==> config.mk <==
export PLATFORM = sky130hd
export DESIGN_NAME = fir_out_axis_packer
export DESIGN_NICKNAME = d
export VERILOG_FILES = /design/src/rtl/fir_out_axis_packer.sv
export SDC_FILE = /design/constraint.sdc
export NUM_CORES = 1
export LEC_CHECK = 0
export ABC_AREA = 1
export BUFFER_PORTS_ARGS = -buffer_cell sky130_fd_sc_hd__buf_2
export CAP_MARGIN = 40
export CORE_ASPECT_RATIO = 1.5
export CORE_MARGIN = 1.5
export CORE_UTILIZATION = 57
export DETAILED_ROUTE_END_ITERATION = 7
export GPL_TIMING_DRIVEN = 0
export PLACE_DENSITY = 0.79
export SLEW_MARGIN = 25
export SYNTH_ARGS = -nofsm -noshare
export SYNTH_HDL_FRONTEND = slang
export SYNTH_SLANG_ARGS = --single-unit
==> constraint.sdc <==
create_clock -name clk -period 2.25 [get_ports clk]
set_input_delay 0.45 -clock clk [delete_from_list [all_inputs] [get_ports clk]]
set_output_delay 0.45 -clock clk [all_outputs]
set_load 0.03 [all_outputs]
==> src/rtl/fir_out_axis_packer.sv <==
// FIR output packer: round/scale/saturate y_in, buffer in a small FWFT FIFO and
// present it as an AXI4-Stream master with frame tlast and sticky drop/clip flags.
module fir_out_axis_packer #(
  parameter int unsigned IN_W       = 18,
  parameter int unsigned OUT_W      = 8,
  parameter int unsigned SHIFT      = 8,
  parameter int unsigned FIFO_DEPTH = 4,
  parameter int unsigned FRAME_LEN  = 16
) (
  input  logic                          clk,
  input  logic                          rst,
  input  logic [IN_W-1:0]               y_in,
  input  logic                          y_valid,
  output logic [OUT_W-1:0]              m_axis_tdata,
  output logic                          m_axis_tvalid,
  input  logic                          m_axis_tready,
  output logic                          m_axis_tlast,
  output logic [$clog2(FIFO_DEPTH):0]   fifo_level,
  output logic                          overflow,
  output logic                          saturated,
  input  logic                          clear_flags
);

  localparam int unsigned AW = $clog2(FIFO_DEPTH);
  localparam int unsigned LW = AW + 1;
  localparam int unsigned FW = (FRAME_LEN > 1) ? $clog2(FRAME_LEN) : 1;
  localparam int unsigned RW = IN_W + 1;
  localparam logic [RW-1:0] HALF  = RW'(1) << (SHIFT - 1);
  localparam logic [RW-1:0] MAX_S = RW'((2 ** OUT_W) - 1);

  // Rounding add is one bit wider than the input so it can never wrap.
  logic [RW-1:0]    rnd_c;
  logic [RW-1:0]    shr_c;
  logic             clip_c;
  logic [OUT_W-1:0] scaled_c;

  assign rnd_c    = {1'b0, y_in} + HALF;
  assign shr_c    = rnd_c >> SHIFT;
  assign clip_c   = shr_c > MAX_S;
  assign scaled_c = clip_c ? {OUT_W{1'b1}} : OUT_W'(shr_c);

  logic             s1_valid;
  logic [OUT_W-1:0] s1_data;

  logic [OUT_W-1:0] mem_data [FIFO_DEPTH];
  logic [FIFO_DEPTH-1:0] mem_last;
  logic [AW-1:0]    wr_ptr;
  logic [AW-1:0]    rd_ptr;
  logic [FW-1:0]    frame_cnt;

  logic             rd_c;
  logic             full_c;
  logic             wr_c;
  logic             drop_c;
  logic [LW-1:0]    level_nxt_c;

  assign rd_c   = m_axis_tvalid & m_axis_tready;
  assign full_c = (fifo_level == LW'(FIFO_DEPTH));
  assign wr_c   = s1_valid & (~full_c | rd_c);
  assign drop_c = s1_valid & full_c & ~rd_c;

  // Occupancy update: simultaneous push and pop leave the level unchanged.
  always_comb begin
    level_nxt_c = fifo_level;
    case ({wr_c, rd_c})
      2'b10:   level_nxt_c = fifo_level + LW'(1);
      2'b01:   level_nxt_c = fifo_level - LW'(1);
      default: level_nxt_c = fifo_level;
    endcase
  end

  // Head of the FIFO is presented directly (first-word fall-through).
  assign m_axis_tdata = mem_data[rd_ptr];
  assign m_axis_tlast = mem_last[rd_ptr];

  always_ff @(posedge clk or posedge rst) begin
    if (rst) begin
      s1_valid      <= 1'b0;
      s1_data       <= '0;
      wr_ptr        <= '0;
      rd_ptr        <= '0;
      frame_cnt     <= '0;
      fifo_level    <= '0;
      m_axis_tvalid <= 1'b0;
      overflow      <= 1'b0;
      saturated     <= 1'b0;
      mem_last      <= '0;
      for (int i = 0; i < FIFO_DEPTH; i++) mem_data[i] <= '0;
    end else begin
      s1_valid <= y_valid;
      s1_data  <= scaled_c;

      if (wr_c) begin
        mem_data[wr_ptr] <= s1_data;
        mem_last[wr_ptr] <= (frame_cnt == FW'(FRAME_LEN - 1));
        wr_ptr           <= wr_ptr + AW'(1);
        frame_cnt        <= (frame_cnt == FW'(FRAME_LEN - 1)) ? '0 : frame_cnt + FW'(1);
      end
      if (rd_c) rd_ptr <= rd_ptr + AW'(1);

      fifo_level    <= level_nxt_c;
      m_axis_tvalid <= (level_nxt_c != '0);

      // New events take priority over a clear in the same cycle.
      if (drop_c)           overflow <= 1'b1;
      else if (clear_flags) overflow <= 1'b0;

      if (y_valid && clip_c) saturated <= 1'b1;
      else if (clear_flags)  saturated <= 1'b0;
    end
  end

endmodule

Word level (Yosys, flattened, before mapping)
Index checks and enable logic that the tools add are counted.
{"block": "op_classes", "addsub": 6, "magnitude_cmp": 7, "n_eq_ne": 4, "n_mux": 17, "bitwise": 9, "reduce_logical": 6}
{"cell": "32-bit bitwise mux", "n": 1}
{"cell": "8-bit two-way mux", "n": 4}
{"cell": "18-bit by 8-bit adder with 19-bit output, second input constant", "n": 1}
{"cell": "8-bit binary-select mux with 2-bit select", "n": 1}
{"cell": "8-bit demux with 2-bit select", "n": 1}
{"cell": "11-bit by 8-bit > comparator with 1-bit output, second input constant", "n": 1}
{"cell": "3-bit >= comparator, second input constant", "n": 2}
{"cell": "2-bit by 3-bit less-than comparator with 1-bit output, second input constant", "n": 2}
{"cell": "2-bit inverter with 3-bit output", "n": 2}
{"cell": "3-bit one-hot mux with 2 select lines", "n": 1}
{"cell": "1-bit two-way mux", "n": 5}
{"cell": "2-bit by 1-bit adder with 2-bit output, second input constant", "n": 2}
{"cell": "4-bit by 1-bit adder with 4-bit output, second input constant", "n": 1}
{"cell": "1-bit AND", "n": 4}
{"cell": "4-bit bitwise mux", "n": 1}
{"cell": "4-bit equality test, second input constant", "n": 1}
{"cell": "4-bit two-way mux", "n": 1}
{"cell": "2-bit nonzero test", "n": 2}
{"cell": "3-bit by 1-bit adder with 3-bit output, second input constant", "n": 1}
{"cell": "3-bit equality test, second input constant", "n": 1}
{"cell": "1-bit logical AND", "n": 3}
{"cell": "3-bit by 1-bit less-than comparator with 1-bit output, second input constant", "n": 1}
{"cell": "3-bit nonzero test", "n": 1}
{"cell": "3-bit by 1-bit subtractor with 3-bit output, second input constant", "n": 1}
{"cell": "7 further kinds", "n": 8}
{"block": "totals", "register_bits": 59, "input_bits": 23, "out_inout_bits": 15, "elab_cells": 63}

Depth between registers and ports, before layout
{"block": "logic_depth", "ltp_word": 7, "ltp_mapped": 11, "mapped_depth_nobuf": 11}

Worst setup path before layout
No wires, ideal clock.
{"block": "synth_timing", "kind": "register to register", "start": "register fifo_level[0]", "end": "register m_axis_tvalid", "setup_time_ns": 0.117, "t_arrival_ns": 1.935, "required_time_ns": 2.133, "path_slack_ns": 0.197, "stages_incl_launch_ff": 12, "path_buffers": 0, "period_less_slack_ns": 2.053, "path_cell_list": "dfrtp_1 -> inv_1 -> nand4_2 -> nand2_4 -> ha_1 -> inv_1 -> fa_1 -> a21oi_1 -> o21ai_0 -> xor2_1 -> inv_1 -> nand2_1"}
{"block": "synth_via", "elab_chain_cells": 7, "elab_cells_between_ends": 10, "cone_classes": "add/sub: 2; eq/ne: 3; mux: 1; bitwise: 3; reduce/logical: 1"}
{"item": "from (decl)", "line": "18", "rtl": "output logic [$clog2(FIFO_DEPTH):0] fifo_level,"}
{"item": "from (signal assigned)", "line": "101", "rtl": "fifo_level <= level_nxt_c;"}
{"item": "3-bit equality test", "line": "58", "rtl": "assign full_c = (fifo_level == LW'(FIFO_DEPTH));"}
{"item": "1-bit inverter", "line": "59", "rtl": "assign wr_c = s1_valid & (~full_c | rd_c);"}
{"item": "1-bit bitwise OR", "line": "59"}
{"item": "1-bit AND", "line": "59"}
{"item": "2-bit by 1-bit equality test with 1-bit output / 2-bit equality test (equally long branches)", "line": "65", "rtl": "case ({wr_c, rd_c})"}
{"item": "3-bit one-hot mux with 2 select lines *", "line": "65"}
{"item": "named net level_nxt_c[2]", "line": "55", "rtl": "logic [LW-1:0] level_nxt_c;"}
{"item": "3-bit nonzero test *", "line": "102", "rtl": "m_axis_tvalid <= (level_nxt_c != '0);"}
{"item": "to (signal assigned)", "line": "102"}
{"item": "to (decl)", "line": "15", "rtl": "output logic m_axis_tvalid,"}
The timed path passes the listed nets; every way through them passes the cells marked *.
A chain may end at the register's enable or synchronous reset.

Worst setup path after layout
{"block": "layout_timing", "start": "register rd_ptr[0]", "end": "output port m_axis_tdata[4]"}
{"block": "layout_via", "elab_chain_cells": 4}
{"item": "from (decl)", "line": "48", "rtl": "logic [AW-1:0] rd_ptr;"}
{"item": "from (signal assigned)", "line": "99", "rtl": "if (rd_c) rd_ptr <= rd_ptr + AW'(1);"}
{"item": "2-bit inverter with 3-bit output (not written as such)", "line": "73", "rtl": "assign m_axis_tdata = mem_data[rd_ptr];"}
{"item": "8-bit binary-select mux with 2-bit select", "line": "73"}
{"item": "8-bit two-way mux (not written as such) (2 in series)", "line": "73"}
{"item": "to (decl)", "line": "14", "rtl": "output logic [OUT_W-1:0] m_axis_tdata,"}
No other way between the ends. The select of a mux whose other input is x is not followed.

==> flow_summary.toml <==
[final_layout]
drive_gt1_share_pct = 20.2
areaGrowthSynthToFinish_pct = 15.5
antennaDiodeCount = 0
final_cell_mix = "o21ai_0, dfrtp_1, nand2_1"
stdcell_count = 410
mostFrequentLayoutCell = "o21ai_0"
finalNetCount = 372

[job]
drv_cap = 0

[clock_tree]
numCtsBuffers = 9
cts_buffer_depth = 2
clk_latency_ns = 0.33
htreeDepth = 3
cts_tree = "done"
clk_pin_slew_ns = 0.06
clockRootBuffer = "clkbuf_8"
cts_sinks = 59

[placed_design]
gp_congestion = 0.786
place_hpwl_um = 4170
place_inst = 395
port_buffers = 30

[pwr]
intPower_mw = 2.62
p_switching_mw = 1.96
clkPwrFrac_pct = 18.1
swShare_pct = 42.8
power_leakage_nw = 1.60
ir_worst_vdd_v = 0.000679
p_comb_share_pct = 43.8
p_seq_share_pct = 38.1
powerDensity_nw_per_um2 = 1430

[global_route]
grt_pass1_vias = 2169
globalRouteMet2Util_pct = 44.3
grtUsageTotal_pct = 25.2
grt.overflow.total = 0
grt_pass1_wl_um = 9770
met3_usage_pct = 4.68
antenna_found_initial = 0
grt_use_met1_pct = 28.3
grt_max_degree = 33
busiest_layer = "met2"

[setup_path]
crit_type = "reg -> out"
worstPathArrival_ns = 1.70
crit_path_end_kind = "primary output"
crit_required_ns = 1.80
critPathLaunchType = "register"
crit_fanout = 10

[routing]
via_count = 2215
drtIter0Drc = 149
drt_first_pass_iters = 5
routedWlPerCell_um = 14.1
via_per_inst = 5.40
drc = 0
routed_wl_um = 5790
ant_nets = 0

[sta]
period_needed_ns = 2.15
worstMarginPinSlew_ns = 0.457
rsz0062_at_grt = "false"
slew_viol_final = 0
slew_headroom_pct = 69.6
setup_violations = 0
finClkSkew_ns = 0.00986
fin_setup_tns_ns = 0
fmax_mhz = 465
hold_violations = 0
fin_crit_sh_pct = 95.6

[yosys]
ys_seq_area_share_pct = 53.2
synth-edff-count = 0
synth_warnings = 0
ys_seq_elements = 59
ys_top_cells_by_area = "dfrtp_1, o21ai_0, nand2_1"
syn_area_um2 = 2770
synth.avg_cell_area_um2 = 9.24
yosysUniqueCellTypes = 27
syn-instance-count = 300
synthArstFlopShare_pct = 100
synthDominantCellAreaShare_pct = 53.2
synth_top_area_cell = "dfrtp_1"
syn_nets = 331
synth_flop_cell = "dfrtp_1"

[status]
status = "finished clean"

[floorplanning]
core-area_um2 = 4620
die_h_um = 88.4
ios = 38
die_area_um2 = 5300
die_w_um = 59.9
start_util_pct = 60.1
rows = 30

[min_path]
hold_class = "in -> async"
==> worst max-delay path: stages (launching register included) <==
cell	delay, ns
dfrtp_1	0.38
clkbuf_2	0.25
clkbuf_4	0.27
nor2_1	0.06
o22ai_1	0.17
buf_2	0.23
==> registers in the layout, summed over array words and instances (netlist names) <==
| name | count |
|---|---|
| overflow | 1 |
| mem_last | 4 |
| saturated | 1 |
| s1_valid | 1 |
| frame_cnt | 4 |
| m_axis_tvalid | 1 |
| s1_data | 8 |
| mem_data | 32 |
| wr_ptr | 2 |
| rd_ptr | 2 |
| fifo_level | 3 |
==> power groups by stage <==
stage / clock [mW] / combinational, mW / sequential [mW]
finish: 0.831 / 2.01 / 1.74
global route: 0.895 / 2.24 / 1.79
CTS: 0.840 / 2.01 / 1.73
detailed placement: 0 / 2.01 / 1.75
global placement: 0 / 1.94 / 1.73
floorplan: 0 / 1.41 / 1.77
==> final timing paths <==
kind / startpoint / endpoint / slack (ns) / cells past startpoint
max: rd_ptr[0] / m_axis_tdata[4] / 0.1 / 5
min: rst / fifo_level[0] / 0.1 / 2
max reg2reg: fifo_level[0] / m_axis_tvalid / 0.17 / 11
min reg2reg: mem_data[21] / mem_data[21] / 0.48 / 2
max in group asynchronous: rst / mem_last[1] / 1.67 / 3
min in group clk: y_valid / s1_valid / 0.23 / 1
==> what timing repair did <==
action	in CTS	in global routing
buffers inserted	0	0
hold buffers	0	0
pin swaps	0	0
gates resized for setup	1	2
setup endpoints to repair	6	9
==> stage by stage <==
step	setup WS, ns	cell area (um^2)	hold WS [ns]	utilization [%]	power [mW]
after floorplan	0.197	2770	0.448	-	3.19
after global placement	-0.303	3000	0.460	65.0	3.67
after detailed placement	0.0538	3030	0.456	65.5	3.75
after CTS	0.0161	3200	0.106	69.2	4.59
after global routing	0.0274	3200	0.120	69.3	4.93
final	0.0997	3200	0.0960	69.3	4.58
==> metal layers <==
metal | part of all wire [%] | vias up
li1 | - | 1060
met1 | 40 | 1061
met2 | 53 | 81
met3 | 4.8 | 13
met4 | 2.2 | 0
met5 | 0 | -
==> cell families after synthesis <==
| kind of cell | synth area share [%] |
|---|---|
| adder cells (fa/ha/maj) | 3.88 |
| AND/OR/NAND/NOR | 19.1 |
| AO/OA/AOI/OAI | 13.4 |
| XOR/XNOR | 3.79 |
| buffers and inverters | 6.59 |
| flip-flops | 53.2 |
==> synth_stat cells, types with 3 or more instances <==
cell type,n
buf_6,5
clkbuf_1,3
dfrtp_1,59
ha_1,7
inv_1,26
nand2_1,58
nand2_4,6
nand3_1,12
nor2_1,26
nor2_2,3
o21ai_0,60
o22ai_1,9
xor2_1,10
==> cell type report <==
class | instances | area (um^2)
multi-input cells | 204 | 1110
well taps | 64 | 80.1
plain buffers | 8 | 72.6
clock inverters | 2 | 10.0
clock buffers | 14 | 163
repair buffers | 31 | 170
fillers | 366 | 1420
flip-flops and latches | 59 | 1480
inverters | 28 | 116
No activity file was read; power rests on OpenSTA's default activity.
